===== src/rtl/multicycle_sequencer.sv =====
// multicycle_sequencer: multicycle control FSM sequencing fetch/decode/exec/mem/wb with handshakes.
// Outputs are Moore from state and IR, except ir_load/pc_en which follow imem_ack in FETCH.
module multicycle_sequencer #(
    parameter logic [5:0] OP_RTYPE   = 6'b000100,
    parameter logic [5:0] OP_LW      = 6'b000101,
    parameter logic [5:0] OP_SW      = 6'b000110,
    parameter int         MUL_CYCLES = 4
) (
    input  logic        clk,
    input  logic        rst_n,
    input  logic [31:0] instr,
    input  logic        imem_ack,
    input  logic        dmem_ack,
    output logic        imem_req,
    output logic        ir_load,
    output logic        pc_en,
    output logic [2:0]  alu_op,
    output logic        alu_src,
    output logic        dmem_req,
    output logic        mem_read,
    output logic        mem_write,
    output logic        reg_write,
    output logic        reg_dst,
    output logic        mem_to_reg,
    output logic        illegal,
    output logic [2:0]  state,
    output logic [15:0] retired
);
    typedef enum logic [2:0] {
        S_FETCH  = 3'd0,
        S_DECODE = 3'd1,
        S_EXEC   = 3'd2,
        S_MEM    = 3'd3,
        S_WB     = 3'd4,
        S_TRAP   = 3'd5
    } state_e;

    localparam logic [2:0] ALU_ADD  = 3'b000;
    localparam logic [3:0] MUL_LAST = 4'(MUL_CYCLES - 1);

    state_e      state_q, state_d;
    logic [31:0] ir_q, ir_d;
    logic [3:0]  cnt_q, cnt_d;
    logic [15:0] retired_q, retired_d;

    logic [5:0] opc, fn;
    logic       is_r, is_lw, is_sw, is_mul, r_ok, legal;
    logic [2:0] r_op;
    logic       unused_ir;

    assign opc       = ir_q[31:26];
    assign fn        = ir_q[5:0];
    assign unused_ir = ^ir_q[25:6];
    assign is_r      = opc == OP_RTYPE;
    assign is_lw     = opc == OP_LW;
    assign is_sw     = opc == OP_SW;
    assign is_mul    = is_r && fn == 6'b110010;
    assign legal     = (is_r && r_ok) || is_lw || is_sw;

    always_comb begin
        r_ok = 1'b1;
        r_op = ALU_ADD;
        case (fn)
            6'b100000: r_op = 3'b000;
            6'b100010: r_op = 3'b001;
            6'b100100: r_op = 3'b010;
            6'b100101: r_op = 3'b011;
            6'b110010: r_op = 3'b100;
            default:   r_ok = 1'b0;
        endcase
    end

    always_comb begin
        state_d    = state_q;
        ir_d       = ir_q;
        cnt_d      = cnt_q;
        retired_d  = retired_q;
        imem_req   = 1'b0;
        ir_load    = 1'b0;
        pc_en      = 1'b0;
        alu_op     = ALU_ADD;
        alu_src    = 1'b0;
        dmem_req   = 1'b0;
        mem_read   = 1'b0;
        mem_write  = 1'b0;
        reg_write  = 1'b0;
        reg_dst    = 1'b0;
        mem_to_reg = 1'b0;
        illegal    = 1'b0;
        case (state_q)
            S_FETCH: begin
                // qualified by rst_n so every output is 0 while reset is held
                imem_req = rst_n;
                ir_load  = rst_n && imem_ack;
                pc_en    = rst_n && imem_ack;
                if (imem_ack) begin
                    ir_d    = instr;
                    state_d = S_DECODE;
                end
            end
            S_DECODE: begin
                cnt_d   = '0;
                state_d = legal ? S_EXEC : S_TRAP;
            end
            S_EXEC: begin
                alu_op  = is_r ? r_op : ALU_ADD;
                alu_src = is_lw || is_sw;
                if (is_mul && cnt_q != MUL_LAST)
                    cnt_d = cnt_q + 4'd1;
                else
                    state_d = is_r ? S_WB : S_MEM;
            end
            S_MEM: begin
                dmem_req  = 1'b1;
                mem_read  = is_lw;
                mem_write = is_sw;
                alu_src   = 1'b1;
                if (dmem_ack) begin
                    state_d   = is_lw ? S_WB : S_FETCH;
                    retired_d = is_sw ? retired_q + 16'd1 : retired_q;
                end
            end
            S_WB: begin
                reg_write  = 1'b1;
                reg_dst    = is_r;
                mem_to_reg = is_lw;
                retired_d  = retired_q + 16'd1;
                state_d    = S_FETCH;
            end
            S_TRAP: illegal = 1'b1;
            default: state_d = S_FETCH;
        endcase
    end

    always_ff @(posedge clk or negedge rst_n) begin
        if (!rst_n) begin
            state_q   <= S_FETCH;
            ir_q      <= '0;
            cnt_q     <= '0;
            retired_q <= '0;
        end else begin
            state_q   <= state_d;
            ir_q      <= ir_d;
            cnt_q     <= cnt_d;
            retired_q <= retired_d;
        end
    end

    assign state   = state_q;
    assign retired = retired_q;
endmodule


===== config.mk =====
export PLATFORM = sky130hd
export DESIGN_NAME = multicycle_sequencer
export DESIGN_NICKNAME = d
export VERILOG_FILES = /design/src/rtl/multicycle_sequencer.sv
export SDC_FILE = /design/constraint.sdc
export NUM_CORES = 1
export LEC_CHECK = 0
export ABC_AREA = 1
export CORE_AREA = 2 2 70 72
export DETAILED_ROUTE_END_ITERATION = 10
export DIE_AREA = 0 0 72 74
export PLACE_DENSITY = 0.85
export SYNTH_ARGS = -nofsm -noshare
export SYNTH_HDL_FRONTEND = slang
export SYNTH_SLANG_ARGS = --single-unit

===== constraint.sdc =====
create_clock -name clk -period 2.8 [get_ports clk]
set_clock_uncertainty 0.05 [all_clocks]
set_input_delay 0.28 -clock clk [delete_from_list [all_inputs] [get_ports clk]]
set_output_delay 0.28 -clock clk [all_outputs]
set_load 0.01 [all_outputs]

# == After elaboration in Yosys (flattened, before gate mapping) ==
# Index checks and enable logic that the tools add are counted.
# op_classes
n_addsub,2
mux,26
n_eq_ne,19
reduce_logical,15
bitwise_logic,1
# ops
op,count
$mux W16,2
$pmux W16 S2,1
$eq A6 B6 Y1 const B,5
$mux W3,8
$eq A6 B3 Y1 const B,3
$add A16 B1 Y16 const B,1
$pmux W3 S5,1
$pmux W3 S4,1
$mux W1,10
$ne A2 B2 Y1 const B,5
$pmux W4 S2,1
$eq A3 B2 Y1 const B,2
$eq A3 B3 Y1 const B,2
$reduce_or A5 Y1,1
$add A4 B1 Y4 const B,1
$logic_and A1 B1 Y1,4
$mux W4,1
$ne A4 B2 Y1 const B,1
$reduce_and A2 Y1,2
$reduce_and A4 Y1,1
$reduce_bool A2 Y1,2
$eq A3 B1 Y1 const B,1
$logic_not A3 Y1,1
$logic_or A1 B1 Y1,3
3 further kinds,3
# totals
wordCells,67
register_bits,55

# == Longest topological paths before layout ==
# depth
word_depth,8
ltp_mapped,11
ltp_nobuf,10

# == Least setup slack after synthesis ==
# OpenSTA, ideal clock, no wires.
# synth_timing
path_kind,flip-flop to output port
startpoint,reg state_q[2] (netlist: state[2])
endpoint,out alu_op[0]
slack_ps,1160
arrival_time_ps,1310
required_ps,2470
path_stages_with_launch,8
cell_sequence,dfrtp_1 inv_1 nand3_1 nor2_2 inv_1 nor2_1 nand2_1 o31ai_1
# synth_between
elab_chain_cells,2
# synth_lines
element,line_no,rtl
start: declaration,41,"state_e state_q, state_d;"
start signal: assignment,142,state_q <= state_d;
$eq A3 B2 Y1,90,case (state_q)
$mux W3,90,
end: declaration,17,"output logic [2:0] alu_op,"
# No other way between the ends.

# == Worst setup path in the final report ==
# Ends and elaborated chain as after synthesis.

==> results.py <==
metrics = {
    "cts": {
        "cts_resized": 0,
        "cts_root_buf": "clkbuf_8",
        "cts_buffers": 5,
        "clk_latency_ns": 0.28,
        "clock-sinks": 35,
        "cts_hold_buf": 0,
        "post_cts_buffers": 0,
        "clkTransAtPathRegs_ns": 0.07,
        "clock_path_buffers": 2,
        "cts_tree": "done",
        "h-tree-depth": 2,
    },
    "sta": {
        "finalSetupViolCount": 0,
        "grt_setup_unrepaired": "no",
        "fin_crit_ns": 2.47,
        "tightest_slew_ns": 0.677,
        "hold_slack_ns": 0.240,
        "period_share_pct": 88.2,
        "fmax_mhz": 405,
        "setup_tns_ns": 0,
        "worst_slack_ns": 0.331,
        "drv_slew": 0,
        "final_hold_viol_count": 0,
        "maxSlewHeadroom_pct": 54.8,
    },
    "power": {
        "totalPowerFinal_uw": 2030,
        "p_int_uw": 1250,
        "swShare_pct": 38.3,
        "p_leak_uw": 0.00121,
        "power_frac_seq_pct": 39.4,
        "clkPwrFrac_pct": 19.6,
        "switching_power_uw": 779,
        "power.share.combinational_pct": 41.0,
        "power_density_mw_per_mm2": 774,
        "vdd_drop_max_v": 0.000346,
    },
    "layout": {
        "antennaDiodeCount": 0,
        "final-seq-area_um2": 876,
        "syn_to_final_growth_pct": 30.2,
        "nNetsFinal": 358,
        "multi_input_area_um2": 942,
        "final_cells": 375,
        "fillers": 413,
        "layout-drive-gt1-share_pct": 6.54,
    },
    "global_routing": {
        "grt_pass1_vias": 1659,
        "grt_use_met2_pct": 28.2,
        "grt_max_degree": 29,
        "overflow": 0,
        "grt_pass1_wl_um": 7160,
        "met3_usage_pct": 3.93,
        "globalRouteMet1Util_pct": 22.0,
        "grtUsageTotal_pct": 17.0,
        "antenna_found_initial": 0,
        "grt.busiest_layer": "met2",
    },
    "detailed_routing": {
        "vias": 1866,
        "drt_wl_total_um": 4350,
        "vias_per_cell": 4.98,
        "first_pass_iters": 4,
        "avgRoutedWirePerCell_um": 11.6,
        "drc": 0,
        "ant_nets": 0,
        "drt_iter0_drc": 160,
    },
    "yosys": {
        "ys_ff_latch": 35,
        "synthArstFlopShare_pct": 100,
        "synth.largest_area_cell": "dfrtp_1",
        "synthesis.nets": 307,
        "netlist_top_cells_count": "nand2_1, nor2_1, inv_1",
        "synth_most_common_cell": "nand2_1",
        "yosysSeqAreaShare_pct": 43.5,
        "yosys_warnings": 0,
        "synth_area_per_cell_um2": 7.49,
        "netlist_top_cells_area": "dfrtp_1, nand2_1, nor2_1",
        "synth_top_area_share_pct": 43.5,
        "synth_edf_count": 0,
        "synthDistinctLibCells": 28,
        "synthFlopType": "dfrtp_1",
        "synth_area_mm2": 0.00201,
        "synthCells": 269,
    },
    "floorplanning": {
        "fp-row-count": 25,
        "die-area_mm2": 0.00533,
        "die_x_um": 72,
        "start_util_pct": 43.8,
        "core_mm2": 0.00460,
        "die_y_um": 74,
        "ios": 69,
    },
    "setup_path": {
        "critPathMostFrequentCell": "inv_1",
        "cp_slowest_cell": "clkdlybuf4s50_1",
        "reg2reg_from": "state[1]",
        "worstPathRequired_ns": 2.47,
        "critPathLaunch": "state[2]",
        "crit_arrival_ns": 2.14,
        "crit_path_end_kind": "output pin",
        "critPathMaxFanout": 6,
        "worstPathCellList": "inv_1, nand3_1, nor2_2, inv_1, nor2_1, nand2_1, o31ai_1, clkdlybuf4s50_1",
        "crit_type": "reg2out",
        "startpoint_type": "flip-flop",
        "rrSetupSlack_ns": 0.95,
        "slowest_delay_ns": 0.58,
    },
    "job": {
        "maxCapViolCount": 0,
    },
    "placement": {
        "hpwl_um": 3360,
        "pre_cts_ws_ns": 0.628,
        "numPortBuffers": 48,
        "dp_cells": 367,
        "gp_congestion": 0.875,
    },
    "run_status": {
        "outcome": "complete, no violations",
    },
    "min_path": {
        "worst_hold_path_type": "in2async",
    },
}
-- through the flow --
stage	cell area [um^2]	utilization, %
after global routing	2620	57.1
final	2620	57.1
after detailed placement	2520	54.9
after CTS	2620	57.1
after global placement	2520	54.9
after floorplan	2010	-
-- worst paths after layout --
kind / endpoint / depth (start not counted)
worst min-delay path: cnt_q[0] / 2
min in group clk: cnt_q[0] / 1
worst max register to register: ir_q[3] / 5
worst min register to register: cnt_q[0] / 1
worst max-delay path: alu_op[0] / 8
max in group asynchronous: ir_q[2] / 3
-- power by group through the flow --
stage	logic [uW]	clock network [uW]	registers (uW)
floorplan	534	0	814
global placement	810	0	799
detailed placement	835	0	808
CTS	839	406	798
global route	933	434	823
finish	834	397	800
-- critical path, delay by kind of cell (launching register included) --
family,cells,cell delay (ns)
compound gates,1,0.07
flops,1,0.43
buf+inv,3,0.78
simple gates,4,0.59
-- kinds of logic after synthesis --
family,Yosys count,share of synthesized area (%)
flip-flops,35,43.5
multiplexers,3,1.61
AO/OA/AOI/OAI,27,7.08
AND/OR/NAND/NOR,144,30.7
XOR/XNOR,14,6.09
buffers and inverters,44,9.75
adder cells (fa/ha/maj),2,1.24
-- final cells by class --
| cell class | count | share of cell area, % |
|---|---|---|
| repair buffers | 50 | 18.9 |
| inverters | 38 | 5.44 |
| well taps | 54 | 2.58 |
| flip-flops and latches | 35 | 33.4 |
| multi-input cells | 190 | 35.9 |
| clock buffers | 8 | 3.81 |
-- sequential cells by signal (all words and copies together), names as in the netlist --
register	flops
retired	16
ir_q	12
cnt_q	4
state	3
-- placed cells by master (no fill, tap or decap) --
| cell type | instances |
|---|---|
| ha_1 | 2 |
| inv_1 | 36 |
| nor2_1 | 41 |
| buf_4 | 2 |
| a21oi_1 | 12 |
| xnor2_1 | 8 |
| nor3_2 | 1 |
| clkdlybuf4s50_1 | 48 |
| nand3_2 | 2 |
| o31ai_1 | 1 |
| nand3b_2 | 1 |
| o21ai_1 | 6 |
| clkbuf_1 | 1 |
| o22ai_1 | 1 |
| nand2_1 | 66 |
| nand2_2 | 2 |
| nor2_2 | 1 |
| nor3_1 | 7 |
| clkbuf_8 | 7 |
| nand3b_1 | 2 |
| o21ai_0 | 6 |
| mux2i_1 | 1 |
| nand3_1 | 19 |
| inv_2 | 2 |
| nand4_1 | 2 |
| xor2_1 | 6 |
| mux2_2 | 2 |
| dfrtp_1 | 35 |
| o21ai_2 | 1 |
-- metal layers --
layer,vias to the layer above,wire (um)
li1,941,-
met1,874,1910
met2,49,2190
met3,2,213
met4,0,34
met5,-,0
Note: power is estimated with default switching activity, not from simulation.
